<file path="src/rtl/axi_stream_strip_header.sv">
// axi_stream_strip_header
// Purpose : strips a byte_header_cnt-byte header off the first beat of an
//           AXI-Stream packet onto a header channel, then re-packs the
//           remaining payload into full MSB-justified output beats.
// Latency : a payload beat is valid 1 cycle after the input beat that
//           completes it; the header is valid 1 cycle after the first beat.
// Backpressure: ready_in drops while the payload register is held by
//           ready_out, while the header register is held by ready_header
//           (first beat only), and for the single FLUSH cycle per packet.
//
// Ports:
//   clk, rst                      single clock, async active-high reset
//   valid_in/data_in/keep_in/last_in/ready_in   input stream
//   byte_header_cnt               header length N (0..W), sampled on beat 0
//   valid_header/data_header/keep_header/ready_header   header channel
//   valid_out/data_out/keep_out/last_out/ready_out      payload stream
//   err_keep                      sticky keep-protocol error
//
// Optional feature macro: STRIP_HDR_KEEP_CHECK_EN
//   defined   : err_keep flags non-contiguous / non-MSB-justified keep_in and
//               partial keep on non-last beats (sticky until rst).
//   undefined : err_keep tied to 0, no check logic.

module axi_stream_strip_header #(
  parameter int DATA_WD      = 32,
  parameter int DATA_BYTE_WD = DATA_WD / 8,
  parameter int BYTE_CNT_WD  = $clog2(DATA_BYTE_WD)
) (
  input  logic                     clk,
  input  logic                     rst,

  input  logic                     valid_in,
  input  logic [DATA_WD-1:0]       data_in,
  input  logic [DATA_BYTE_WD-1:0]  keep_in,
  input  logic                     last_in,
  output logic                     ready_in,

  input  logic [BYTE_CNT_WD:0]     byte_header_cnt,

  output logic                     valid_header,
  output logic [DATA_WD-1:0]       data_header,
  output logic [DATA_BYTE_WD-1:0]  keep_header,
  input  logic                     ready_header,

  output logic                     valid_out,
  output logic [DATA_WD-1:0]       data_out,
  output logic [DATA_BYTE_WD-1:0]  keep_out,
  output logic                     last_out,
  input  logic                     ready_out,

  output logic                     err_keep
);

  // CW holds a byte count 0..W; TW holds residue + payload, 0..2W-1.
  localparam int CW = BYTE_CNT_WD + 1;
  localparam int TW = BYTE_CNT_WD + 2;

  localparam logic [1:0] ST_HEAD  = 2'd0;
  localparam logic [1:0] ST_BODY  = 2'd1;
  localparam logic [1:0] ST_FLUSH = 2'd2;

  // ---------------------------------------------------------------------
  // Helpers
  // ---------------------------------------------------------------------
  function automatic logic [CW-1:0] popcnt(input logic [DATA_BYTE_WD-1:0] v);
    logic [CW-1:0] c;
    c = '0;
    for (int i = 0; i < DATA_BYTE_WD; i++) begin
      c = c + CW'(v[i]);
    end
    return c;
  endfunction

  // Mask with the top n byte lanes set (byte 0 is the MSB lane).
  function automatic logic [DATA_BYTE_WD-1:0] top_mask(input logic [TW-1:0] n);
    logic [DATA_BYTE_WD-1:0] m;
    m = '0;
    for (int i = 0; i < DATA_BYTE_WD; i++) begin
      m[DATA_BYTE_WD-1-i] = (n > TW'(i));
    end
    return m;
  endfunction

  function automatic logic [DATA_WD-1:0] lanes_to_bits(input logic [DATA_BYTE_WD-1:0] m);
    logic [DATA_WD-1:0] b;
    b = '0;
    for (int i = 0; i < DATA_BYTE_WD; i++) begin
      b[i*8 +: 8] = {8{m[i]}};
    end
    return b;
  endfunction

  // ---------------------------------------------------------------------
  // State
  // ---------------------------------------------------------------------
  logic [1:0]          state;
  logic [DATA_WD-1:0]  res_dat;   // residue bytes, MSB-justified, unused lanes 0
  logic [CW-1:0]       res_cnt;   // 0..W-1
  logic                alive;     // holds ready_in low while rst is asserted

  // ---------------------------------------------------------------------
  // Datapath
  // ---------------------------------------------------------------------
  logic                    is_head;
  logic                    out_free;
  logic                    hdr_free;
  logic                    acc;
  logic [CW-1:0]           hdr_n;
  logic [CW-1:0]           k_cnt;
  logic [CW-1:0]           p_cnt;
  logic [DATA_WD-1:0]      pay_dat;
  logic [TW-1:0]           t_cnt;
  logic [TW-1:0]           t_rem;
  logic                    t_full;
  logic [2*DATA_WD-1:0]    merged;
  logic [DATA_WD-1:0]      merged_hi;
  logic [DATA_WD-1:0]      merged_lo;
  logic [DATA_BYTE_WD-1:0] hdr_mask;

  assign is_head  = (state == ST_HEAD);
  assign out_free = !valid_out || ready_out;
  assign hdr_free = !valid_header || ready_header;
  assign ready_in = alive && (state != ST_FLUSH) && out_free && (!is_head || hdr_free);
  assign acc      = valid_in && ready_in;

  always_comb begin
    hdr_n    = is_head ? byte_header_cnt : '0;
    k_cnt    = popcnt(keep_in);
    // Header longer than the valid bytes leaves no payload in this beat.
    p_cnt    = (k_cnt > hdr_n) ? (k_cnt - hdr_n) : '0;
    // Shift the header out, then clear lanes beyond the payload so that
    // downstream bytes outside keep are always zero.
    pay_dat  = (data_in << {hdr_n, 3'b000}) & lanes_to_bits(top_mask(TW'(p_cnt)));
    t_cnt    = TW'(res_cnt) + TW'(p_cnt);
    t_full   = (t_cnt >= TW'(DATA_BYTE_WD));
    t_rem    = t_cnt - TW'(DATA_BYTE_WD);
    // Residue occupies the top r lanes of a 2W-byte window; payload is
    // appended right after it. The upper W bytes are the candidate output
    // beat, the lower W bytes are the leftover residue.
    merged   = {res_dat, {DATA_WD{1'b0}}} | ({pay_dat, {DATA_WD{1'b0}}} >> {res_cnt, 3'b000});
    merged_hi = merged[2*DATA_WD-1 -: DATA_WD];
    merged_lo = merged[DATA_WD-1:0];
    hdr_mask = top_mask(TW'(byte_header_cnt)) & keep_in;
  end

  // ---------------------------------------------------------------------
  // Control, residue and output registers
  // ---------------------------------------------------------------------
  always_ff @(posedge clk or posedge rst) begin
    if (rst) begin
      state        <= ST_HEAD;
      res_dat      <= '0;
      res_cnt      <= '0;
      alive        <= 1'b0;
      valid_out    <= 1'b0;
      data_out     <= '0;
      keep_out     <= '0;
      last_out     <= 1'b0;
      valid_header <= 1'b0;
      data_header  <= '0;
      keep_header  <= '0;
    end else begin
      alive <= 1'b1;

      // Consumed registers drop valid; a new emit below overrides this.
      if (valid_out && ready_out) begin
        valid_out <= 1'b0;
      end
      if (valid_header && ready_header) begin
        valid_header <= 1'b0;
      end

      if (acc) begin
        if (is_head) begin
          data_header  <= data_in & lanes_to_bits(hdr_mask);
          keep_header  <= hdr_mask;
          valid_header <= 1'b1;
        end

        if (last_in) begin
          if (t_cnt == '0) begin
            // Header-only packet: nothing left for the payload stream.
            state   <= ST_HEAD;
            res_dat <= '0;
            res_cnt <= '0;
          end else if (!t_full || (t_cnt == TW'(DATA_BYTE_WD))) begin
            valid_out <= 1'b1;
            data_out  <= merged_hi;
            keep_out  <= top_mask(t_cnt);
            last_out  <= 1'b1;
            state     <= ST_HEAD;
            res_dat   <= '0;
            res_cnt   <= '0;
          end else begin
            // More than one beat's worth remains: send a full beat now and
            // the leftover from FLUSH once the output register frees.
            valid_out <= 1'b1;
            data_out  <= merged_hi;
            keep_out  <= '1;
            last_out  <= 1'b0;
            state     <= ST_FLUSH;
            res_dat   <= merged_lo;
            res_cnt   <= CW'(t_rem);
          end
        end else begin
          state <= ST_BODY;
          if (t_full) begin
            valid_out <= 1'b1;
            data_out  <= merged_hi;
            keep_out  <= '1;
            last_out  <= 1'b0;
            res_dat   <= merged_lo;
            res_cnt   <= CW'(t_rem);
          end else begin
            res_dat <= merged_hi;
            res_cnt <= CW'(t_cnt);
          end
        end
      end else if ((state == ST_FLUSH) && out_free) begin
        valid_out <= 1'b1;
        data_out  <= res_dat;
        keep_out  <= top_mask(TW'(res_cnt));
        last_out  <= 1'b1;
        res_dat   <= '0;
        res_cnt   <= '0;
        state     <= ST_HEAD;
      end
    end
  end

  // ---------------------------------------------------------------------
  // Keep-protocol checker
  // ---------------------------------------------------------------------
`ifdef STRIP_HDR_KEEP_CHECK_EN
  logic keep_bad;
  logic err_keep_q;

  // A legal keep is exactly the top popcount lanes; non-last beats must be full.
  assign keep_bad = (keep_in != top_mask(TW'(k_cnt))) ||
                    (!last_in && (keep_in != {DATA_BYTE_WD{1'b1}}));

  always_ff @(posedge clk or posedge rst) begin
    if (rst) begin
      err_keep_q <= 1'b0;
    end else if (acc && keep_bad) begin
      err_keep_q <= 1'b1;
    end
  end

  assign err_keep = err_keep_q;
`else
  assign err_keep = 1'b0;
`endif

endmodule
</file>
<file path="config.mk">
export PLATFORM = sky130hd
export DESIGN_NAME = axi_stream_strip_header
export DESIGN_NICKNAME = d
export VERILOG_FILES = /design/src/rtl/axi_stream_strip_header.sv
export SDC_FILE = /design/constraint.sdc
export NUM_CORES = 1
export LEC_CHECK = 0
export ABC_AREA = 1
export BUFFER_PORTS_ARGS = -buffer_cell sky130_fd_sc_hd__buf_2
export CAP_MARGIN = 25
export CORE_MARGIN = 1.5
export CORE_UTILIZATION = 45
export DETAILED_ROUTE_END_ITERATION = 10
export PLACE_DENSITY = 0.77
export SYNTH_ARGS = -nofsm -noshare
export SYNTH_HDL_FRONTEND = slang
export SYNTH_SLANG_ARGS = --single-unit
</file>
<file path="constraint.sdc">
create_clock -name clk -period 7.6 [get_ports clk]
set_input_delay 1.9 -clock clk [delete_from_list [all_inputs] [get_ports clk]]
set_output_delay 1.9 -clock clk [all_outputs]
set_load 0.01 [all_outputs]
</file>
==> results.py <==
metrics = {
    "sta": {
        "worstMarginPinSlew_ns": 0.936,
        "drv_slew": 0,
        "hold_viol": 0,
        "rsz0062_at_grt": "false",
        "slew-limit-headroom_pct": 37.5,
        "period_share_pct": 77.8,
        "setup_violations": 0,
        "finalHoldWorstSlack_ns": 0.473,
        "fin_tns_setup_ns": 0,
        "finalCriticalPeriod_ns": 5.91,
        "fin_skew_ns": 0.00580,
        "layout_setup_ws_ns": 1.69,
        "fmax_mhz": 169,
    },
    "floorplan": {
        "dieWidth_um": 131,
        "die-height_um": 131,
        "ioPinCount": 122,
        "initial_core_util_pct": 46.2,
        "die_area_um2": 17100,
        "core_area_um2": 15900,
        "num_rows": 46,
    },
    "setup_path": {
        "endpoint_kind": "register",
        "crit_required_ns": 7.96,
        "r2r_start": "state[1]",
        "crit_arrival_ns": 6.27,
        "critPathLaunch": "byte_header_cnt[0]",
        "path_class": "primary input to register",
        "worstSetupStartpointType": "primary input",
        "crit_path_end": "data_out[10]",
        "r2r_cells": 22,
        "r2r_slack_ns": 2.61,
        "crit_path_max_fanout": 41,
        "reg2reg_to": "data_out[10]",
    },
    "synthesis": {
        "syn-num-nets": 1161,
        "synthXorXnorAreaFrac_pct": 0.119,
        "yosys.cell_count.top_type": "nand2_1",
        "synth.area.top_cells": "dfrtp_1 (39%), nand2_1 (18%), nand3_1 (12%)",
        "ys_seq_area_share_pct": 38.5,
        "yosysTopAreaCell": "dfrtp_1",
        "yosys_warnings": 0,
        "ys_seq_elements": 113,
        "yosys_most_used_dff": "dfrtp_1",
        "avgSynthCellArea_um2": 6.63,
        "netlist_area_um2": 7340,
        "synthMuxAreaShare_pct": 0,
        "synth_top_family_by_area": "simple AND/OR/NAND/NOR gates",
        "synthTopCellsByCount": "nand2_1 (354), nand3_1 (180), dfrtp_1 (113)",
        "syn_inst": 1107,
        "synth_edf_count": 0,
        "yosys.area_share.simple_pct": 38.6,
        "synth_fa_ha_area_share_pct": 1.74,
        "synth_compound_area_share_pct": 12.4,
        "synth_cell_types": 36,
        "synth.top_cell.area_share_pct": 38.5,
        "async_flop_share_pct": 100,
    },
    "clock_tree": {
        "cts-root-buf": "clkbuf_16",
        "clk_latency_ns": 0.42,
        "clock_path_buffers": 2,
        "h-tree-depth": 4,
        "postCtsHoldBufs": 0,
        "cts_tree": "built",
        "cts_made_buffers": 17,
        "clkSinkCount": 113,
        "clk_pin_slew_ns": 0.05,
        "cts_setup_buffers": 0,
        "ctsResizeCount": 0,
    },
    "global_routing": {
        "grt_pass1_wl_um": 37900,
        "grt_max_degree": 66,
        "track_usage_pct": 28.8,
        "overflow": 0,
        "antenna_found_initial": 0,
        "grt_pass1_vias": 7343,
    },
    "placed_design": {
        "dpl_worst_slack_ns": 1.42,
        "hpwl_um": 16700,
        "gp_congestion": 1.01,
        "io_buffers": 120,
    },
    "finish": {
        "antenna_cells": 0,
        "final_layout_size_suffix_gt1_share_pct": 15.4,
        "nFillCells": 1517,
        "nets": 1249,
        "areaGrowthSynthToFinish_pct": 18.1,
    },
    "route": {
        "drt_iter0_drc": 953,
        "wl_per_cell_um": 16.5,
        "dr.pass1.iters": 7,
        "ant_nets": 0,
        "dr_total_vias": 8048,
        "drt-total-wl_um": 23500,
        "vias_per_cell": 5.65,
        "drc": 0,
    },
    "worst_hold_path": {
        "hp-class": "register to register",
    },
    "power_and_ir_drop": {
        "power.density_nw_per_um2": 466,
        "leakage_nw": 4.72,
        "p_comb_share_pct": 52.7,
        "clockPowerShare_pct": 22.7,
        "pwr-share-seq_pct": 24.6,
        "intPower_mw": 2.12,
        "netSwitchingFraction_pct": 47.4,
        "power.switching_mw": 1.92,
        "ir_drop_mv": 0.217,
    },
    "run": {
        "drv_cap": 0,
    },
    "status": {
        "status": "completed",
    },
}
-- power by group through the flow --
stage / Clock, mW / Sequential (mW) / Combinational (mW)
after floorplan: 0 / 1.07 / 1.41
after global placement: 0 / 0.993 / 2.06
after detailed placement: 0 / 0.996 / 2.07
after CTS: 0.921 / 0.991 / 2.09
after global routing: 0.948 / 1.03 / 2.37
final: 0.917 / 0.993 / 2.13
-- layout make-up --
| type | count | area (um2) | area share, % |
|---|---|---|---|
| well taps | 216 | 270 | 3.12 |
| clock inverters | 11 | 208 | 2.40 |
| clock buffers | 21 | 460 | 5.31 |
| multi-input cells | 843 | 3890 | 44.9 |
| repair buffers | 130 | 676 | 7.79 |
| inverters | 90 | 340 | 3.92 |
| flip-flops and latches | 113 | 2830 | 32.6 |
-- logic make-up (layout without fill, tap and decap cells) --
logic type	after synthesis	in the layout
simple gates	664	664
compound gates	167	167
buf+inv	151	252
flops	113	113
fa+ha+maj	9	9
other cells	2	2
xor+xnor	1	1
-- critical path: stages --
cell     delay [ns]
buf_2          0.29
nand2_2        0.47
inv_1          0.30
ha_1           0.22
fa_1           0.42
inv_1          0.13
nand4_2        0.15
nand2_1        0.10
inv_1          0.04
ha_1           0.18
inv_1          0.07
nand2_1        0.05
nand2_1        0.09
nand2_1        0.10
nand3_2        0.19
buf_4          0.28
nor2_1         0.06
nand2_1        0.10
nand3_4        0.27
inv_2          0.50
o21ai_0        0.21
nand2_1        0.10
-- how the worst min path moves through the flow --
stage,start,endpoint,slack [ns],cells past startpoint
floorplan,res_dat[13],res_dat[13],0.47,2
global placement,keep_header[2],keep_header[2],0.45,2
detailed placement,data_out[18],data_out[18],0.46,2
CTS,data_out[18],data_out[18],0.48,2
global route,data_out[18],data_out[18],0.50,2
finish,data_out[21],data_out[21],0.47,2
-- cells in the final DEF, fill, tap and decap left out, types with 2 or more instances in the layout --
cell / instances
nand2_2: 5
inv_1: 80
a22oi_1: 2
clkbuf_8: 2
nor2_4: 2
nand4_1: 4
o2111ai_1: 2
buf_4: 10
o211ai_1: 15
inv_2: 6
nor3_1: 11
buf_2: 120
clkinv_2: 4
o21ai_1: 9
fa_1: 2
o21ai_0: 82
dfrtp_1: 113
bufinv_16: 6
nand2_1: 354
clkbuf_1: 2
conb_1: 2
nand3_2: 3
nor4_1: 4
nor2_2: 2
nor2_1: 92
nand3_1: 180
or2_2: 4
a21oi_1: 47
clkinv_1: 3
ha_1: 7
a21o_1: 6
o22ai_1: 3
clkbuf_16: 17
-- sequential cells by signal (all words and copies together) (netlist names) --
register / flops
keep_out: 4
last_out: 1
res_cnt: 3
alive: 1
data_out: 32
data_header: 32
state: 2
valid_out: 1
valid_header: 1
keep_header: 4
res_dat: 32
-- through the flow --
step	cells	power, mW	utilization [%]	cell area [um2]
global route	1424	4.35	54.6	8670
detailed placement	1392	3.07	50.4	8000
floorplan	1107	2.49	-	7340
CTS	1424	4.00	54.6	8670
global placement	1392	3.05	50.4	8000
finish	1424	4.04	54.6	8670
-- layer usage --
layer,up-vias,track usage [%],share of wire [%]
li1,3811,-,-
met1,3721,39.2,43
met2,454,44.4,45
met3,62,5.62,8.3
met4,0,13.7,3.4
met5,-,0,0
Power figures use the tool's default switching activity.
